===== src/rtl/mem_responder_pkg.sv =====
// Shared types and constants for the two-lane memory responder.
// Holds the latched request, the per-lane result and the FSM state type.
package mem_responder_pkg;

   localparam int unsigned MEM_LANES        = 2;
   localparam logic [31:0] MEM_TIMEOUT_DATA = 32'hDEAD_BEEF;

   // addr holds the word address; byte-offset bits are dropped at latch time
   typedef struct packed {
      logic        valid;
      logic        we;
      logic [29:0] addr;
      logic [31:0] wdata;
      logic [3:0]  be;
   } MEM_PORT_REQ;

   typedef struct packed {
      logic [31:0] rdata;
      logic        err;
   } MEM_PORT_RESP;

   typedef enum logic [1:0] {
      IDLE = 2'd0,
      ACC0 = 2'd1,
      ACC1 = 2'd2,
      RESP = 2'd3
   } MEM_RESP_STATE;

   function automatic logic [3:0] mem_strobe(input MEM_PORT_REQ r);
      return r.we ? r.be : 4'b0000;
   endfunction

endpackage


===== src/rtl/mem_responder_if.sv =====
// Bundle between the memory pipeline stage, the responder and the SRAM.
// slave is the responder's view; master is the pipeline-plus-SRAM side.
interface mem_responder_if;
   import mem_responder_pkg::*;

   logic [MEM_LANES-1:0]       req_valid;
   logic [MEM_LANES-1:0]       req_we;
   logic [MEM_LANES-1:0][31:0] req_addr;
   logic [MEM_LANES-1:0][31:0] req_wdata;
   logic [MEM_LANES-1:0][3:0]  req_be;

   logic                       stall;
   logic                       resp_valid;
   logic [MEM_LANES-1:0][31:0] resp_rdata;
   logic [MEM_LANES-1:0]       resp_err;

   logic                       sram_req;
   logic [3:0]                 sram_we;
   logic [29:0]                sram_addr;
   logic [31:0]                sram_wdata;
   logic                       sram_ack;
   logic [31:0]                sram_rdata;

   modport slave (
      input  req_valid, req_we, req_addr, req_wdata, req_be, sram_ack, sram_rdata,
      output stall, resp_valid, resp_rdata, resp_err, sram_req, sram_we, sram_addr, sram_wdata
   );

   modport master (
      output req_valid, req_we, req_addr, req_wdata, req_be, sram_ack, sram_rdata,
      input  stall, resp_valid, resp_rdata, resp_err, sram_req, sram_we, sram_addr, sram_wdata
   );

endinterface


===== src/rtl/mem_timeout.sv =====
// Clearable wait counter for one SRAM access; flags expiry once the count
// reaches TIMEOUT.
module mem_timeout #(
   parameter int unsigned TIMEOUT = 255
) (
   input  logic i_clk,
   input  logic i_rst,
   input  logic i_clr,
   input  logic i_inc,
   output logic o_expired
);

   localparam int unsigned   CW    = (TIMEOUT < 1) ? 1 : $clog2(TIMEOUT + 1);
   localparam logic [CW-1:0] LIMIT = CW'(TIMEOUT);

   logic [CW-1:0] r_cnt;

   // Holds at LIMIT so a stuck increment can never wrap past expiry
   always_ff @(posedge i_clk) begin
      if (i_rst || i_clr) begin
         r_cnt <= '0;
      end else if (i_inc && !o_expired) begin
         r_cnt <= r_cnt + 1'b1;
      end
   end

   assign o_expired = (r_cnt == LIMIT);

endmodule


===== src/rtl/mem_responder.sv =====
// Serialises a two-lane memory-stage batch onto one SRAM port, lane 0 first,
// stalling the pipeline until a single-cycle response carries both results.
module mem_responder
   import mem_responder_pkg::*;
#(
   parameter int unsigned TIMEOUT = 255,
   parameter int unsigned LANES   = 2
) (
   input  logic           i_clk,
   input  logic           i_rst,
   mem_responder_if.slave io_bus
);

   MEM_RESP_STATE r_state;
   MEM_RESP_STATE w_state_next;
   MEM_PORT_REQ   r_req  [LANES];
   MEM_PORT_RESP  r_resp [LANES];

   MEM_PORT_REQ   w_cur;
   logic          w_lane;
   logic          w_in_acc;
   logic          w_accept;
   logic          w_expired;
   logic          w_done;
   logic          w_unused;

   assign w_in_acc = (r_state == ACC0) || (r_state == ACC1);
   assign w_lane   = (r_state == ACC1);
   assign w_cur    = r_req[w_lane];
   assign w_accept = (r_state == IDLE) && (|io_bus.req_valid) && !i_rst;
   assign w_done   = w_in_acc && (io_bus.sram_ack || w_expired);

   // Byte-offset bits never reach the SRAM
   assign w_unused = ^{io_bus.req_addr[0][1:0], io_bus.req_addr[1][1:0]};

   mem_timeout #(
      .TIMEOUT (TIMEOUT)
   ) u_timeout (
      .i_clk     (i_clk),
      .i_rst     (i_rst),
      .i_clr     (!w_in_acc || w_done),
      .i_inc     (w_in_acc && !io_bus.sram_ack),
      .o_expired (w_expired)
   );

   always_ff @(posedge i_clk) begin
      if (i_rst) begin
         r_state <= IDLE;
      end else begin
         r_state <= w_state_next;
      end
   end

   always_comb begin
      w_state_next = r_state;
      case (r_state)
         IDLE:    if (w_accept) w_state_next = io_bus.req_valid[0] ? ACC0 : ACC1;
         ACC0:    if (w_done) w_state_next = r_req[1].valid ? ACC1 : RESP;
         ACC1:    if (w_done) w_state_next = RESP;
         RESP:    w_state_next = IDLE;
         default: w_state_next = IDLE;
      endcase
   end

   always_comb begin
      io_bus.stall      = 1'b0;
      io_bus.resp_valid = 1'b0;
      io_bus.sram_req   = 1'b0;
      io_bus.sram_we    = 4'b0000;
      io_bus.sram_addr  = '0;
      io_bus.sram_wdata = '0;
      case (r_state)
         IDLE: io_bus.stall = w_accept;
         ACC0, ACC1: begin
            io_bus.stall      = 1'b1;
            io_bus.sram_req   = w_cur.valid;
            io_bus.sram_we    = mem_strobe(w_cur);
            io_bus.sram_addr  = w_cur.addr;
            io_bus.sram_wdata = w_cur.wdata;
         end
         RESP:    io_bus.resp_valid = 1'b1;
         default: io_bus.stall = 1'b0;
      endcase
   end

   // Results are cleared on acceptance so write and invalid lanes read back zero
   always_ff @(posedge i_clk) begin
      if (i_rst) begin
         for (int i = 0; i < LANES; i++) begin
            r_req[i]  <= '0;
            r_resp[i] <= '0;
         end
      end else if (w_accept) begin
         for (int i = 0; i < LANES; i++) begin
            r_req[i].valid <= io_bus.req_valid[i];
            r_req[i].we    <= io_bus.req_we[i];
            r_req[i].addr  <= io_bus.req_addr[i][31:2];
            r_req[i].wdata <= io_bus.req_wdata[i];
            r_req[i].be    <= io_bus.req_be[i];
            r_resp[i]      <= '0;
         end
      end else if (w_done) begin
         if (!io_bus.sram_ack) begin
            r_resp[w_lane].rdata <= MEM_TIMEOUT_DATA;
            r_resp[w_lane].err   <= 1'b1;
         end else if (!w_cur.we) begin
            r_resp[w_lane].rdata <= io_bus.sram_rdata;
         end
      end
   end

   for (genvar g = 0; g < LANES; g++) begin : g_resp
      assign io_bus.resp_rdata[g] = r_resp[g].rdata;
      assign io_bus.resp_err[g]   = r_resp[g].err;
   end

endmodule


===== src/flat_wrapper.sv =====
// flat-port wrapper written by rule: the top's interface ports become plain ports
module mem_responder_flat import mem_responder_pkg::*;
#(
   parameter int unsigned TIMEOUT = 255,
   parameter int unsigned LANES   = 2
)
  (i_clk, i_rst, io_bus_req_valid, io_bus_req_we, io_bus_req_addr, io_bus_req_wdata, io_bus_req_be, io_bus_sram_ack, io_bus_sram_rdata, io_bus_stall, io_bus_resp_valid, io_bus_resp_rdata, io_bus_resp_err, io_bus_sram_req, io_bus_sram_we, io_bus_sram_addr, io_bus_sram_wdata);
  mem_responder_if io_bus_i ();
  input  logic i_clk;
  input  logic i_rst;
  input wire logic [$bits(io_bus_i.req_valid)-1:0] io_bus_req_valid;
  input wire logic [$bits(io_bus_i.req_we)-1:0] io_bus_req_we;
  input wire logic [$bits(io_bus_i.req_addr)-1:0] io_bus_req_addr;
  input wire logic [$bits(io_bus_i.req_wdata)-1:0] io_bus_req_wdata;
  input wire logic [$bits(io_bus_i.req_be)-1:0] io_bus_req_be;
  input wire logic [$bits(io_bus_i.sram_ack)-1:0] io_bus_sram_ack;
  input wire logic [$bits(io_bus_i.sram_rdata)-1:0] io_bus_sram_rdata;
  output wire logic [$bits(io_bus_i.stall)-1:0] io_bus_stall;
  output wire logic [$bits(io_bus_i.resp_valid)-1:0] io_bus_resp_valid;
  output wire logic [$bits(io_bus_i.resp_rdata)-1:0] io_bus_resp_rdata;
  output wire logic [$bits(io_bus_i.resp_err)-1:0] io_bus_resp_err;
  output wire logic [$bits(io_bus_i.sram_req)-1:0] io_bus_sram_req;
  output wire logic [$bits(io_bus_i.sram_we)-1:0] io_bus_sram_we;
  output wire logic [$bits(io_bus_i.sram_addr)-1:0] io_bus_sram_addr;
  output wire logic [$bits(io_bus_i.sram_wdata)-1:0] io_bus_sram_wdata;
  assign io_bus_i.req_valid = io_bus_req_valid;
  assign io_bus_i.req_we = io_bus_req_we;
  assign io_bus_i.req_addr = io_bus_req_addr;
  assign io_bus_i.req_wdata = io_bus_req_wdata;
  assign io_bus_i.req_be = io_bus_req_be;
  assign io_bus_i.sram_ack = io_bus_sram_ack;
  assign io_bus_i.sram_rdata = io_bus_sram_rdata;
  assign io_bus_stall = io_bus_i.stall;
  assign io_bus_resp_valid = io_bus_i.resp_valid;
  assign io_bus_resp_rdata = io_bus_i.resp_rdata;
  assign io_bus_resp_err = io_bus_i.resp_err;
  assign io_bus_sram_req = io_bus_i.sram_req;
  assign io_bus_sram_we = io_bus_i.sram_we;
  assign io_bus_sram_addr = io_bus_i.sram_addr;
  assign io_bus_sram_wdata = io_bus_i.sram_wdata;
  mem_responder #(.TIMEOUT(TIMEOUT), .LANES(LANES)) u_core (.i_clk(i_clk), .i_rst(i_rst), .io_bus(io_bus_i));
endmodule

===== config.mk =====
export PLATFORM = sky130hd
export DESIGN_NAME = mem_responder_flat
export DESIGN_NICKNAME = d
export VERILOG_FILES = /design/src/rtl/mem_responder_pkg.sv /design/src/rtl/mem_responder_if.sv /design/src/rtl/mem_timeout.sv /design/src/rtl/mem_responder.sv /design/src/flat_wrapper.sv
export SDC_FILE = /design/constraint.sdc
export NUM_CORES = 1
export LEC_CHECK = 0
export CAP_MARGIN = 20
export CORE_MARGIN = 10
export CORE_UTILIZATION = 50
export CTS_CLUSTER_SIZE = 25
export DETAILED_ROUTE_END_ITERATION = 8
export DONT_BUFFER_PORTS = 1
export SKIP_LAST_GASP = 1
export SYNTH_ARGS = -nofsm -noshare
export SYNTH_HDL_FRONTEND = slang
export SYNTH_SLANG_ARGS = --single-unit

===== constraint.sdc =====
create_clock -name i_clk -period 7.1 [get_ports i_clk]
set_clock_uncertainty 0.05 [all_clocks]
set_input_delay 1.42 -clock i_clk [delete_from_list [all_inputs] [get_ports i_clk]]
set_output_delay 1.42 -clock i_clk [all_outputs]
set_load 0.02 [all_outputs]

==> results.yml <==
finish:
  layout_common_cells: "edfxtp_1, and2_1, nor2b_1"
  nets: 856
  syn2layout_area_growth_pct: 9.59
  final_common_cell: "edfxtp_1"
  utilization_pct: 56.1
  drive_gt1_share_pct: 7.50
  nFillCells: 1469
floorplan:
  pin_count: 310
  initial_core_util_pct: 51.2
  row_count: 49
  die_h_microns: 156
  die_x_microns: 156
  die_area_sq_um: 24400
  core_sq_um: 18100
timing:
  rsz0062_at_grt: "false"
  worst_slew_pin_slew_ns: 1.07
  fin_ws_ns: 2.51
  hold_violations: 0
  slew_violations: 0
  min_period_ns: 4.59
  setup_violations: 0
  finalCritPeriodShare_pct: 64.6
  max_freq_mhz: 218
  max_slew_margin_pct: 28.9
  fin_tns_setup_ns: 0
grt:
  grt_pass1_vias: 5054
  grt_overflow: 0
  grt_max_degree: 137
  grt_pass1_wl_microns: 29900
  antenna_found_initial: 2
  track_usage_pct: 15.7
clocking:
  cts-resized-gates: 0
  cts-buffers-inserted: 24
  path_clk_slew_ns: 0.06
  clk_latency_ns: 0.50
  cts_hold_buffers: 0
  cts_tree: "done"
  postCtsSetupBuffers: 0
  cts_max_path_buffers: 3
  clkSinkCount: 212
  cts_max_level: 1
  cts_root_buffer: "clkbuf_16"
job:
  cap_violations: 0
power:
  pwr-share-clk_pct: 28.0
  power_density_nw_per_um2: 389
  p_switching_mw: 1.28
  swShare_pct: 32.3
  pwr-share-comb_pct: 23.6
  power.leakage_nw: 3.63
  ir_drop_mv: 0.292
  intPower_mw: 2.68
  seq_power_share_pct: 48.4
worst_setup_path:
  endpoint: "io_bus_sram_we[0]"
  reg2reg_from: "u_core.r_state[1]"
  timing.rr.end: "u_core.r_resp[0][4]"
  cp-start-kind: "flop"
  endpoint_kind: "output pin"
  path_class: "flop to output pin"
  crit_fanout: 57
  cp.arrival_ns: 3.12
  ff2ff_path_depth: 8
  rrSetupSlack_ns: 3.35
  cp-startpoint: "u_core.r_state[0]"
  crit_required_ns: 5.63
route:
  dr.pass1.iters: 5
  drc: 0
  vias_per_cell: 5.43
  postRouteAntennaNets: 0
  wirelength_microns: 20900
  drt-initial-drc-count: 284
  vias: 5013
  routedWlPerCell_microns: 22.7
logic_synthesis:
  synth_cell_types: 37
  synth_area_per_cell_sq_um: 13.5
  netlist_area_sq_um: 9290
  syn_nets: 867
  ys_seq_elements: 212
  yosys_warnings: 0
  ys_seq_area_share_pct: 67.2
  synthCells: 687
min_path:
  hp-class: "flop to flop"
placed_design:
  numPortBuffers: 0
  dp_worst_setup_slack_ns: 2.95
  gp_congestion: 0.792
  hpwl_microns: 14700
outcome:
  status: "complete, no violations"
==> power by group through the flow <==
| stage | sequential [mW] | combinational, mW | clock, mW |
|---|---|---|---|
| 5_1_grt | 1.94 | 1.02 | 1.19 |
| 2_1_floorplan | 1.93 | 0.757 | 0 |
| 3_3_place_gp | 1.93 | 0.936 | 0 |
| 6_report | 1.91 | 0.934 | 1.11 |
| 4_1_cts | 1.92 | 0.962 | 1.14 |
| 3_5_place_dp | 1.94 | 0.960 | 0 |
==> state kept, by name, indices dropped and copies added (netlist names) <==
register and cells:
u_core.u_timeout.r_cnt 8, u_core.r_state 2, u_core.r_req 136, u_core.r_resp 66
==> per-layer routing <==
| metal | routed length [microns] | vias up | GRT usage [%] |
|---|---|---|---|
| met5 | 7 | - | 0 |
| met4 | 461 | 2 | 4.63 |
| met3 | 2260 | 29 | 6.94 |
| met2 | 10600 | 223 | 27.1 |
| met1 | 7570 | 2368 | 17.1 |
| li1 | - | 2391 | - |
==> synth_stat cells <==
master | n | area [sq um]
o21a_2 | 1 | 8.76
buf_2 | 17 | 85.1
and2_1 | 153 | 957
o2bb2ai_1 | 1 | 8.76
nor2_1 | 17 | 63.8
buf_1 | 1 | 3.75
buf_6 | 2 | 22.5
edfxtp_1 | 200 | 6010
nor4_2 | 1 | 12.5
o21ai_1 | 1 | 5.00
clkinv_1 | 1 | 3.75
nor2b_1 | 70 | 438
nand3_1 | 3 | 15.0
mux2i_1 | 63 | 631
xor2_1 | 3 | 26.3
and4_1 | 1 | 8.76
a21oi_1 | 48 | 240
or4_1 | 2 | 15.0
xnor2_1 | 3 | 26.3
nor4b_2 | 1 | 15.0
or4b_1 | 1 | 10.0
nor4_4 | 1 | 21.3
ha_1 | 5 | 62.6
nand2b_1 | 2 | 12.5
mux2_4 | 1 | 15.0
a32oi_1 | 4 | 35.0
dfxtp_1 | 12 | 240
nand4b_1 | 1 | 8.76
inv_1 | 4 | 15.0
clkbuf_1 | 25 | 93.8
o21ai_0 | 4 | 20.0
nand2_1 | 31 | 116
and3_1 | 1 | 6.26
o31ai_1 | 3 | 22.5
o21bai_1 | 1 | 7.51
a211oi_1 | 1 | 7.51
nor3_1 | 1 | 5.00
==> worst max-delay path, stage by stage (launching register included) <==
cell,delay [ns]
dfxtp_1,0.33
inv_1,0.14
ha_4,0.76
buf_4,0.72
a32oi_1,0.21
nor2b_1,0.45
==> layout make-up <==
class / count / area (sq um) / share of cell area (%)
sequential: 212 / 6250 / 61.3
multi-input combinational: 425 / 2850 / 28.0
clock buffer: 28 / 637 / 6.25
tap: 229 / 287 / 2.81
clock inverter: 15 / 77.6 / 0.762
timing repair buffer: 8 / 60.1 / 0.590
inverter: 5 / 21.3 / 0.209
antenna: 1 / 2.50 / 0.0246
==> worst min-delay path by stage <==
stage,end,depth (start not counted),slack (ns),from
2_1_floorplan,u_core.u_timeout.r_cnt[0],1,0.38,u_core.u_timeout.r_cnt[0]
3_3_place_gp,u_core.u_timeout.r_cnt[0],1,0.39,u_core.u_timeout.r_cnt[0]
3_5_place_dp,u_core.u_timeout.r_cnt[0],1,0.42,u_core.u_timeout.r_cnt[0]
4_1_cts,u_core.u_timeout.r_cnt[0],1,0.43,u_core.u_timeout.r_cnt[0]
5_1_grt,u_core.u_timeout.r_cnt[0],1,0.46,u_core.u_timeout.r_cnt[0]
6_report,u_core.u_timeout.r_cnt[0],1,0.42,u_core.u_timeout.r_cnt[0]
==> cell families (layout without fill, tap and decap cells) <==
group                      after synthesis  count (layout)  synth area share (%)
buffers and inverters                   50              56                  2.41
muxes                                   64              64                  6.95
and+or+nand+nor                        286             286                  18.4
AOI/OAI and AO/OA                       64              64                  3.82
xor gates and xnor gates                 6               6                 0.566
adders and majority gates                5               5                 0.673
DFF                                    212             212                  67.2
other                                    0               1                     0
==> through the flow <==
step	hold WS (ns)	total power, mW	area, sq um	cells
after floorplan	0.380	2.69	9290	687
after global placement	0.393	2.87	9470	879
after detailed placement	0.416	2.90	9470	879
after CTS	0.430	4.02	10200	922
after global routing	0.457	4.16	10200	923
final	0.424	3.96	10200	923
Power figures use the tool's default switching activity.
